**src/rtl/axis_fifo_param.sv**
```systemverilog
// Parametrised first-word-fall-through AXI-Stream FIFO with fill-level reporting.
// Define AXIS_FIFO_PKT_EN to hold output until a complete packet is stored (store-and-forward).
module axis_fifo_param #(
    parameter  int DATA_W = 8,
    parameter  int DEPTH  = 16,
    localparam int CNT_W  = $clog2(DEPTH) + 1
) (
    input  logic              clk,
    input  logic              rst,
    input  logic [DATA_W-1:0] data_in,
    input  logic              m_valid,
    output logic              m_ready,
    input  logic              m_last,
    output logic [DATA_W-1:0] s_data,
    output logic              s_valid,
    input  logic              s_ready,
    output logic              s_last,
    output logic [CNT_W-1:0]  level,
    output logic              full,
    output logic              empty
);
    localparam int PTR_W = $clog2(DEPTH);

    logic [DATA_W:0]      mem [DEPTH];
    logic [PTR_W-1:0]     wr_ptr;
    logic [PTR_W-1:0]     rd_ptr;
    logic [CNT_W-1:0]     level_r;
    logic                 wr_en;
    logic                 rd_en;
    logic [DATA_W:0]      head;

    assign full    = (level_r == CNT_W'(DEPTH));
    assign empty   = (level_r == '0);
    assign level   = level_r;
    // Gate with rst so upstream sees back-pressure for the whole reset interval.
    assign m_ready = !full && !rst;
    assign wr_en   = m_valid && m_ready;
    assign rd_en   = s_valid && s_ready;
    assign head    = mem[rd_ptr];
    assign s_data  = s_valid ? head[DATA_W-1:0] : '0;
    assign s_last  = s_valid ? head[DATA_W] : 1'b0;

`ifdef AXIS_FIFO_PKT_EN
    logic [CNT_W-1:0] pkt_cnt;
    logic             pkt_inc;
    logic             pkt_dec;

    assign pkt_inc = wr_en && m_last;
    assign pkt_dec = rd_en && s_last;
    // A full FIFO with no complete packet would deadlock; let it cut through instead.
    assign s_valid = !empty && ((pkt_cnt != '0) || full);

    always_ff @(posedge clk or posedge rst) begin
        if (rst) begin
            pkt_cnt <= '0;
        end else begin
            case ({pkt_inc, pkt_dec})
                2'b10:   pkt_cnt <= pkt_cnt + 1'b1;
                2'b01:   pkt_cnt <= pkt_cnt - 1'b1;
                default: pkt_cnt <= pkt_cnt;
            endcase
        end
    end
`else
    assign s_valid = !empty;
`endif

    always_ff @(posedge clk or posedge rst) begin
        if (rst) begin
            wr_ptr  <= '0;
            rd_ptr  <= '0;
            level_r <= '0;
        end else begin
            if (wr_en) begin
                wr_ptr <= wr_ptr + 1'b1;
            end
            if (rd_en) begin
                rd_ptr <= rd_ptr + 1'b1;
            end
            case ({wr_en, rd_en})
                2'b10:   level_r <= level_r + 1'b1;
                2'b01:   level_r <= level_r - 1'b1;
                default: level_r <= level_r;
            endcase
        end
    end

    // Storage carries no reset; contents are only observable once written.
    always_ff @(posedge clk) begin
        if (wr_en) begin
            mem[wr_ptr] <= {m_last, data_in};
        end
    end

endmodule
```
**config.mk**
```make
export PLATFORM = sky130hd
export DESIGN_NAME = axis_fifo_param
export DESIGN_NICKNAME = d
export VERILOG_FILES = /design/src/rtl/axis_fifo_param.sv
export SDC_FILE = /design/constraint.sdc
export NUM_CORES = 1
export LEC_CHECK = 0
export CORE_UTILIZATION = 59
export DETAILED_ROUTE_END_ITERATION = 10
export PLACE_DENSITY = 0.82
export SYNTH_ARGS = -nofsm -noshare
export SYNTH_HDL_FRONTEND = slang
export SYNTH_SLANG_ARGS = --single-unit
```
**constraint.sdc**
```tcl
create_clock -name clk -period 7.2 [get_ports clk]
set_clock_uncertainty 0.05 [all_clocks]
set_input_delay 0.72 -clock clk [delete_from_list [all_inputs] [get_ports clk]]
set_output_delay 0.72 -clock clk [all_outputs]
set_load 0.02 [all_outputs]
```
=== Yosys cells after proc, flatten, opt, wreduce, memory -nomap -nowiden ===
Memories as Yosys holds them, arrays and structs flattened.
Index checks and enable logic that the tools add are counted.

* Bits in latches: 0
* Logic and storage cells: 24
* Bits in writable memories: 144
* Output and inout bits: 18
* ROM bits: 0
* Flip-flop bits (word level): 13
* Memories kept: 1

* Add/subtract/negate cells: 4
* Bitwise logic cells: 0
* Order comparisons: 0
* Shift operators: 0
* Muxes and demuxes: 5
* Reduce and logical (&&, ||, !) cells: 8
* Equal/unequal tests: 3
* Div/mod/pow operators: 0
* $mul: 0

{| class="wikitable"
|+ Memory list
! name !! depth !! width !! rd ports !! clocked after memory_dff !! write ports !! line !! RTL
|-
| mem || 16 || 9 || 1 || 0 || 1 || 24 || <nowiki>logic [DATA_W:0] mem [DEPTH];</nowiki>
|}

{| class="wikitable"
|+ Operator list
! operator !! count
|-
| $pmux W5 S2 || 1
|-
| $add A4 B1 Y4 const B || 2
|-
| $mux W8 || 1
|-
| $add A5 B1 Y5 const B || 1
|-
| $eq A5 B5 Y1 const B || 1
|-
| $logic_not A5 Y1 || 1
|-
| $sub A5 B1 Y5 const B || 1
|-
| $logic_and A1 B1 Y1 || 3
|-
| $logic_not A1 Y1 || 3
|-
| $mux W1 || 3
|-
| $eq A2 B1 Y1 const B || 1
|-
| $eq A2 B2 Y1 const B || 1
|-
| $reduce_bool A2 Y1 || 1
|}

=== Longest topological paths before layout ===
* Depth after elaboration: 6
* Mapped depth: 13

=== Worst setup path before layout ===
OpenSTA, ideal clock, no wires.

* Kind: register -> register
* From: reg level_r[1], in the netlist level[1]
* To: reg level_r[4], in the netlist level[4]
* Stages on the path, launching flop included: 14
* Arrival: 3.076 ns
* Data required time: 7.019 ns
* Library setup time: 0.131 ns
* Slack: 3.942 ns
* Clock period less this slack: 3.258 ns
* Path through: dfrtp_1 > buf_6 > or4_4 > nand2b_1 > nand2_1 > inv_1 > ha_1 > buf_2 > xor2_1 > ha_1 > o211ai_1 > nor4b_1 > a2111o_1 > or3_1

{| class="wikitable"
|+ RTL lines
! what !! line !! RTL
|-
| start: declaration || 27 || <nowiki>logic [CNT_W-1:0] level_r;</nowiki>
|-
| start signal: assignment || 81 || <nowiki>2'b10: level_r <= level_r + 1'b1;</nowiki>
|-
| start signal: assignment || 82 || <nowiki>2'b01: level_r <= level_r - 1'b1;</nowiki>
|-
| start signal: assignment || 83 || <nowiki>default: level_r <= level_r;</nowiki>
|-
| $logic_not A5 Y1 * || 33 || <nowiki>assign empty = (level_r == '0);</nowiki>
|-
| $logic_not A1 Y1 * || 65 || <nowiki>assign s_valid = !empty;</nowiki>
|-
| $logic_and A1 B1 Y1 * || 38 || <nowiki>assign rd_en = s_valid && s_ready;</nowiki>
|-
| via rd_en || 29 || <nowiki>logic rd_en;</nowiki>
|-
| $eq A2 B1 Y1 / $eq A2 B2 Y1 (equally long branches) || 80 || <nowiki>case ({wr_en, rd_en})</nowiki>
|-
| $pmux W5 S2 / $reduce_bool A2 Y1 (equally long branches) || - ||
|}

The timed path passes the listed nets; every way through them passes the cells marked *.
A chain may end at the register's enable or synchronous reset.

=== Worst setup path after layout ===
* From: reg rd_ptr[0]
* To: out s_data[0]

* Longest elaborated chain between the ends: 2

{| class="wikitable"
|+ RTL lines
! what !! line !! RTL
|-
| start: declaration || 26 || <nowiki>logic [PTR_W-1:0] rd_ptr;</nowiki>
|-
| start signal: assignment || 78 || <nowiki>rd_ptr <= rd_ptr + 1'b1;</nowiki>
|-
| $mem_v2 Z16 W9 || - ||
|-
| $mux W8 || 40 || <nowiki>assign s_data = s_valid ? head[DATA_W-1:0] : '0;</nowiki>
|-
| end: declaration || 14 || <nowiki>output logic [DATA_W-1:0] s_data,</nowiki>
|}

No other way between the ends.

==> impl_metrics.tcl <==
set metrics [dict create \
    avgSynthCellArea_um2 19.5 \
    peakVddDrop_uv 245 \
    ys.warnings.count 0 \
    p_leak_nw 2.51 \
    drt_wl_total_um 12700 \
    hold_path.class "in -> async" \
    cts_max_level 4 \
    syn_nets 353 \
    dp_hpwl_um 7710 \
    tightest_slew_ns 0.727 \
    path_cells "buf_4 -> mux4_2 -> mux2_2 -> o21ai_0 -> a21oi_1 -> clkdlybuf4s50_1" \
    rsz0062_at_grt "no" \
    critPathLaunchType "flop" \
    async_flop_share 0.0828 \
    period_share 0.587 \
    dieArea_mm2 0.0114 \
    pin_count 31 \
    cts_resized 0 \
    max_freq_mhz 237 \
    hold_viol_final 0 \
    wl_per_cell_um 24.6 \
    grt-ovfl-total 0 \
    area_growth_pct 15.3 \
    clk_pin_slew_ns 0.06 \
    die-height_um 107 \
    yosysMostFrequentCell "edfxtp_1" \
    fin_nets 388 \
    crit_fanout 30 \
    yosysSeqAreaShare 0.720 \
    fill_cells 633 \
    first_pass_iters 4 \
    synth_top_cell_by_area "edfxtp_1" \
    setup_viol 0 \
    drive_above_1_share 0.224 \
    report.final.slew_viol_count 0 \
    status "finished clean" \
    endpoint_kind "output pin" \
    fp.dieW_um 107 \
    fin_setup_tns_ns 0 \
    diodes 0 \
    ys_top_cells_by_area "edfxtp_1, mux4_2, dfrtp_1" \
    root_buffer "clkbuf_8" \
    rows 37 \
    crit_buf_inv 2 \
    grt_first_pass_wirelength_um 19600 \
    holdWs_ns 0.501 \
    antenna_found_initial 0 \
    drt_iter0_markers 236 \
    synth_common_cells "edfxtp_1, mux4_2, dfrtp_1, o21ai_0, and2_1" \
    grt_use_total 0.250 \
    maxSlewHeadroom 0.515 \
    pwr_density_cell_mw_per_mm2 401 \
    cts_tree "done" \
    synth_cell_types 43 \
    required_ns 6.43 \
    clock_latency_ns 0.53 \
    layout_min_cycle_time_ns 4.22 \
    ctsHoldBuffers 0 \
    syn-instance-count 331 \
    drc_errors 0 \
    cts_buffers 17 \
    synth.cell_area_mm2 0.00645 \
    worst-path-stages 6 \
    numClockSinks 157 \
    cts_buffer_depth 2 \
    grt_max_degree 31 \
    gp_congestion 0.756 \
    max_cap_violations 0 \
    critPathKind "reg -> out" \
    start_util 0.617 \
    reg2reg_depth 10 \
    crit_family "buffers and inverters" \
    fp.coreArea_mm2 0.0105 \
    postCtsSetupRepairBufs 0 \
    ys_ff_latch 157 \
    grt_pass1_vias 3425 \
    synth_flop_cell "edfxtp_1" \
    port_buffers 30 \
    crit_slowest_cell "mux4_2" \
    synth-edff-count 144 \
    num_vias 3279 \
    slowest_delay_ns 0.59 \
    synth_top_cell_area_share 0.670 \
    worstPathArrival_ns 3.45 \
    drtAntennaViolNets 0 \
    vias_per_cell 6.37 \
]
worst reg2reg max path: stages (launching register included):
cell	delay [ns]
dfrtp_1	0.46
or4_4	0.56
nand2b_1	0.48
nand2_1	0.33
inv_1	0.10
ha_1	0.34
ha_1	0.43
o211ai_1	0.13
nor4b_1	0.17
a2111o_1	0.39
or3_1	0.30
final timing paths:
path / start / to / slack [ns]
hold / removal: rst / wr_ptr[0]$_DFFE_PP0P_ / 0.50
hold reg to reg: level[0]$_DFFE_PP0P_ / level[0]$_DFFE_PP0P_ / 0.52
min in group clk: level[0]$_DFFE_PP0P_ / level[0]$_DFFE_PP0P_ / 0.52
setup / recovery: rd_ptr[0]$_DFFE_PP0P_ / s_data[0] / 2.98
max in group asynchronous: rst / rd_ptr[0]$_DFFE_PP0P_ / 6.22
setup reg to reg: level[1]$_DFFE_PP0P_ / level[4]$_DFFE_PP0P_ / 3.34
cell type report:
class | instances | area, um^2 | area share
flip-flops and latches | 157 | 4650 | 0.625
multi-input cells | 149 | 1690 | 0.227
clock buffers | 25 | 539 | 0.0724
repair buffers | 33 | 323 | 0.0434
well taps | 136 | 170 | 0.0229
clock inverters | 7 | 43.8 | 0.00588
inverters | 8 | 30.0 | 0.00403
cell usage in the layout (no fill, tap or decap), drive strengths merged, types with 2 or more instances in the layout:
cell,instances
clkinv,3
edfxtp,144
a21oi,11
nand2,4
buf,3
nor3b,2
mux2i,9
dfrtp,13
xnor2,7
nor2,5
clkbuf,25
nand3,2
xor2,3
ha,9
o21ai,13
and3,6
inv,12
nor4b,2
mux2,11
and2,12
mux4,36
clkdlybuf4s50,30
power breakdown:
part           internal (mW)  total (mW)  switching (mW)
logic                  0.474       0.955           0.481
clock network          0.516       0.855           0.339
registers               1.08        1.17          0.0958
cell families (layout without fill, tap and decap cells):
group / count (synthesis) / in the layout / synth area share
AOI/OAI and AO/OA: 31 / 31 / 0.0295
xor gates and xnor gates: 10 / 10 / 0.0136
adders and majority gates: 9 / 9 / 0.0174
buffers and inverters: 25 / 73 / 0.0184
DFF: 157 / 157 / 0.720
muxes: 56 / 56 / 0.159
and+or+nand+nor: 43 / 43 / 0.0421
per-layer routing:
layer / share of wire / GRT usage
met1: 0.42 / 0.336
met2: 0.49 / 0.382
met3: 0.065 / 0.0693
met4: 0.028 / 0.121
met5: 0 / 0
per-stage QoR:
stage | power [mW] | instance area (um^2) | setup slack (ns) | std cells | utilization
2_1_floorplan | 1.83 | 6450 | 3.94 | 331 | -
3_3_place_gp | 2.12 | 6860 | 3.42 | 483 | 0.656
3_5_place_dp | 2.14 | 6860 | 3.34 | 483 | 0.656
4_1_cts | 3.00 | 7440 | 2.89 | 515 | 0.711
5_1_grt | 3.12 | 7440 | 2.75 | 515 | 0.711
6_report | 2.98 | 7440 | 2.98 | 515 | 0.711
state kept, by name, indices dropped and copies added, names as in the netlist:
signal and count:
mem 144, rd_ptr 4, level 5, wr_ptr 4
Power figures use the tool's default switching activity.
==> edit: new RTL, same flow settings <==
Change the parameter `DATA_W` from 8 to 9.
--- a/src/rtl/axis_fifo_param.sv
+++ b/src/rtl/axis_fifo_param.sv
@@ -3,3 +3,3 @@
 module axis_fifo_param #(
-    parameter  int DATA_W = 8,
+    parameter  int DATA_W = 9,
     parameter  int DEPTH  = 16,
Interface: changed (resized data_in and s_data); port bits go from 31 to 33. The function was not compared with the original's and may differ.
==> edit against the original RTL <==
- the run now ends with design-rule violations left
- via count up 3.4%
- sequential cell count up 16
- largest power group unchanged
- routed wire length up 0.96%
- fmax about the same
- non-clock buffer count up 1
- first-iteration DRC count down 7.2%
- area after synthesis up 9.7%
- die area up 9.6%
- total power up 6.0%
- clock power up 0.8%
- design area up 8.2%
- setup slack worse by 4.1 ps
==> edit: results <==
set metrics [dict create \
    cts_made_buffers 17 \
    hp-start "rd_ptr[3]" \
    drive_above_1_share_pct 23.3 \
    rr_endpoint "level[4]" \
    cts-root-buf "clkbuf_16" \
    r2r_cells 10 \
    fin_nets 414 \
    postCtsSetupBuffers 0 \
    top_register "mem" \
    place_hpwl_mm 7.85 \
    ys_types 45 \
    nFillCells 687 \
    violations "design-rule violations" \
    clkTransAtPathRegs_ps 60 \
    slowest_stage "dfrtp_2" \
    vias_per_cell 6.20 \
    ys_warn_count 0 \
    max_stage_delay_ps 700 \
    vdd_drop_max_v 0.000299 \
    drc 8 \
    synth_fp_nets 380 \
    min_path_type "register to register" \
    grt_pass1_vias 3633 \
    grt_use_total_pct 22.8 \
    netlist_top_cells_count "edfxtp_1, mux4_2, dfrtp_1" \
    cts_buffer_depth 2 \
    reg2reg_slack_ps 3410 \
    leakagePower_uw 0.00267 \
    antenna_cells 0 \
    grt_max_degree 34 \
    largest_register_ffs 160 \
    first_pass_iters 8 \
    portBuffers 32 \
    synth_edf_count 160 \
    cts.repair.resized 0 \
    drtIter0Drc 219 \
    status "finished with violations" \
    path_max_fanout 27 \
    gp_congestion 0.799 \
    clk_latency_ps 430 \
    ys_seq_area_share_pct 72.4 \
    async_flop_share_pct 7.51 \
    synthTopCellsByArea "edfxtp_1, mux4_2, dfrtp_1, mux2_2, ha_1" \
    cts_htree_levels 4 \
    drt_wl_total_mm 12.8 \
    antenna_found_initial 0 \
    grt_pass1_wl_mm 20.1 \
    maxSlewHeadroom_pct 46.1 \
    r2r-start "level[1]" \
    hold_path_depth 1 \
    min_to "rd_ptr[3]" \
]
-- edit: cell type report --
| cell class | count | area (µm²) | area share (%) |
|---|---|---|---|
| Clock inverter | 15 | 139 | 1.72 |
| Multi-Input combinational cell | 157 | 1810 | 22.5 |
| Timing Repair Buffer | 34 | 335 | 4.16 |
| Inverter | 8 | 30.0 | 0.373 |
| Clock buffer | 17 | 425 | 5.28 |
| Tap cell | 143 | 179 | 2.22 |
| Sequential cell | 173 | 5130 | 63.7 |
-- edit: stage by stage --
| step | hold slack (ps) | cells | area, µm² | utilization [%] | setup WS, ps |
|---|---|---|---|---|---|
| finish | 440 | 547 | 8050 | 69.6 | 2970 |
| global route | 463 | 547 | 8050 | 69.6 | 2720 |
| CTS | 445 | 547 | 8050 | 69.6 | 2890 |
| detailed placement | 443 | 515 | 7490 | 64.7 | 3250 |
| global placement | 412 | 515 | 7490 | 64.7 | 3320 |
| floorplan | 468 | 357 | 7080 | - | 3950 |
-- edit: per-layer routing --
layer  track usage (%)  wire (µm)
met1              29.3       5210
met2              37.7       6620
met3              5.12        747
met4              10.1        208
met5                 0          0
-- edit: logic make-up after synthesis --
group	after synthesis	share of synthesized area (%)
adder cells (fa/ha/maj)	9	1.59
AO/OA/AOI/OAI	33	2.83
multiplexers	62	16.0
AND/OR/NAND/NOR	43	3.87
flip-flops	173	72.4
buffers and inverters	27	2.03
XOR/XNOR	10	1.24
-- edit: power breakdown --
part	switching, µW	internal (µW)
combinational	464	514
clock	383	480
sequential	138	1180
total	984	2180
-- edit: worst max-delay path by stage --
stage	startpoint	depth (start not counted)	to	slack (ps)
CTS	rd_ptr[0]	6	s_data[0]	2890
finish	rd_ptr[0]	6	s_data[8]	2970
global placement	rst	10	level[4]	3320
floorplan	level[1]	13	level[4]	3950
detailed placement	rst	10	level[4]	3250
global route	rd_ptr[0]	6	s_data[8]	2720
-- edit: worst max-delay path, delay by kind of cell, from the launching register on --
kind            cells  cell delay (ps)
flops               1              700
compound gates      2              280
mux                 2              860
buf+inv             2             1140
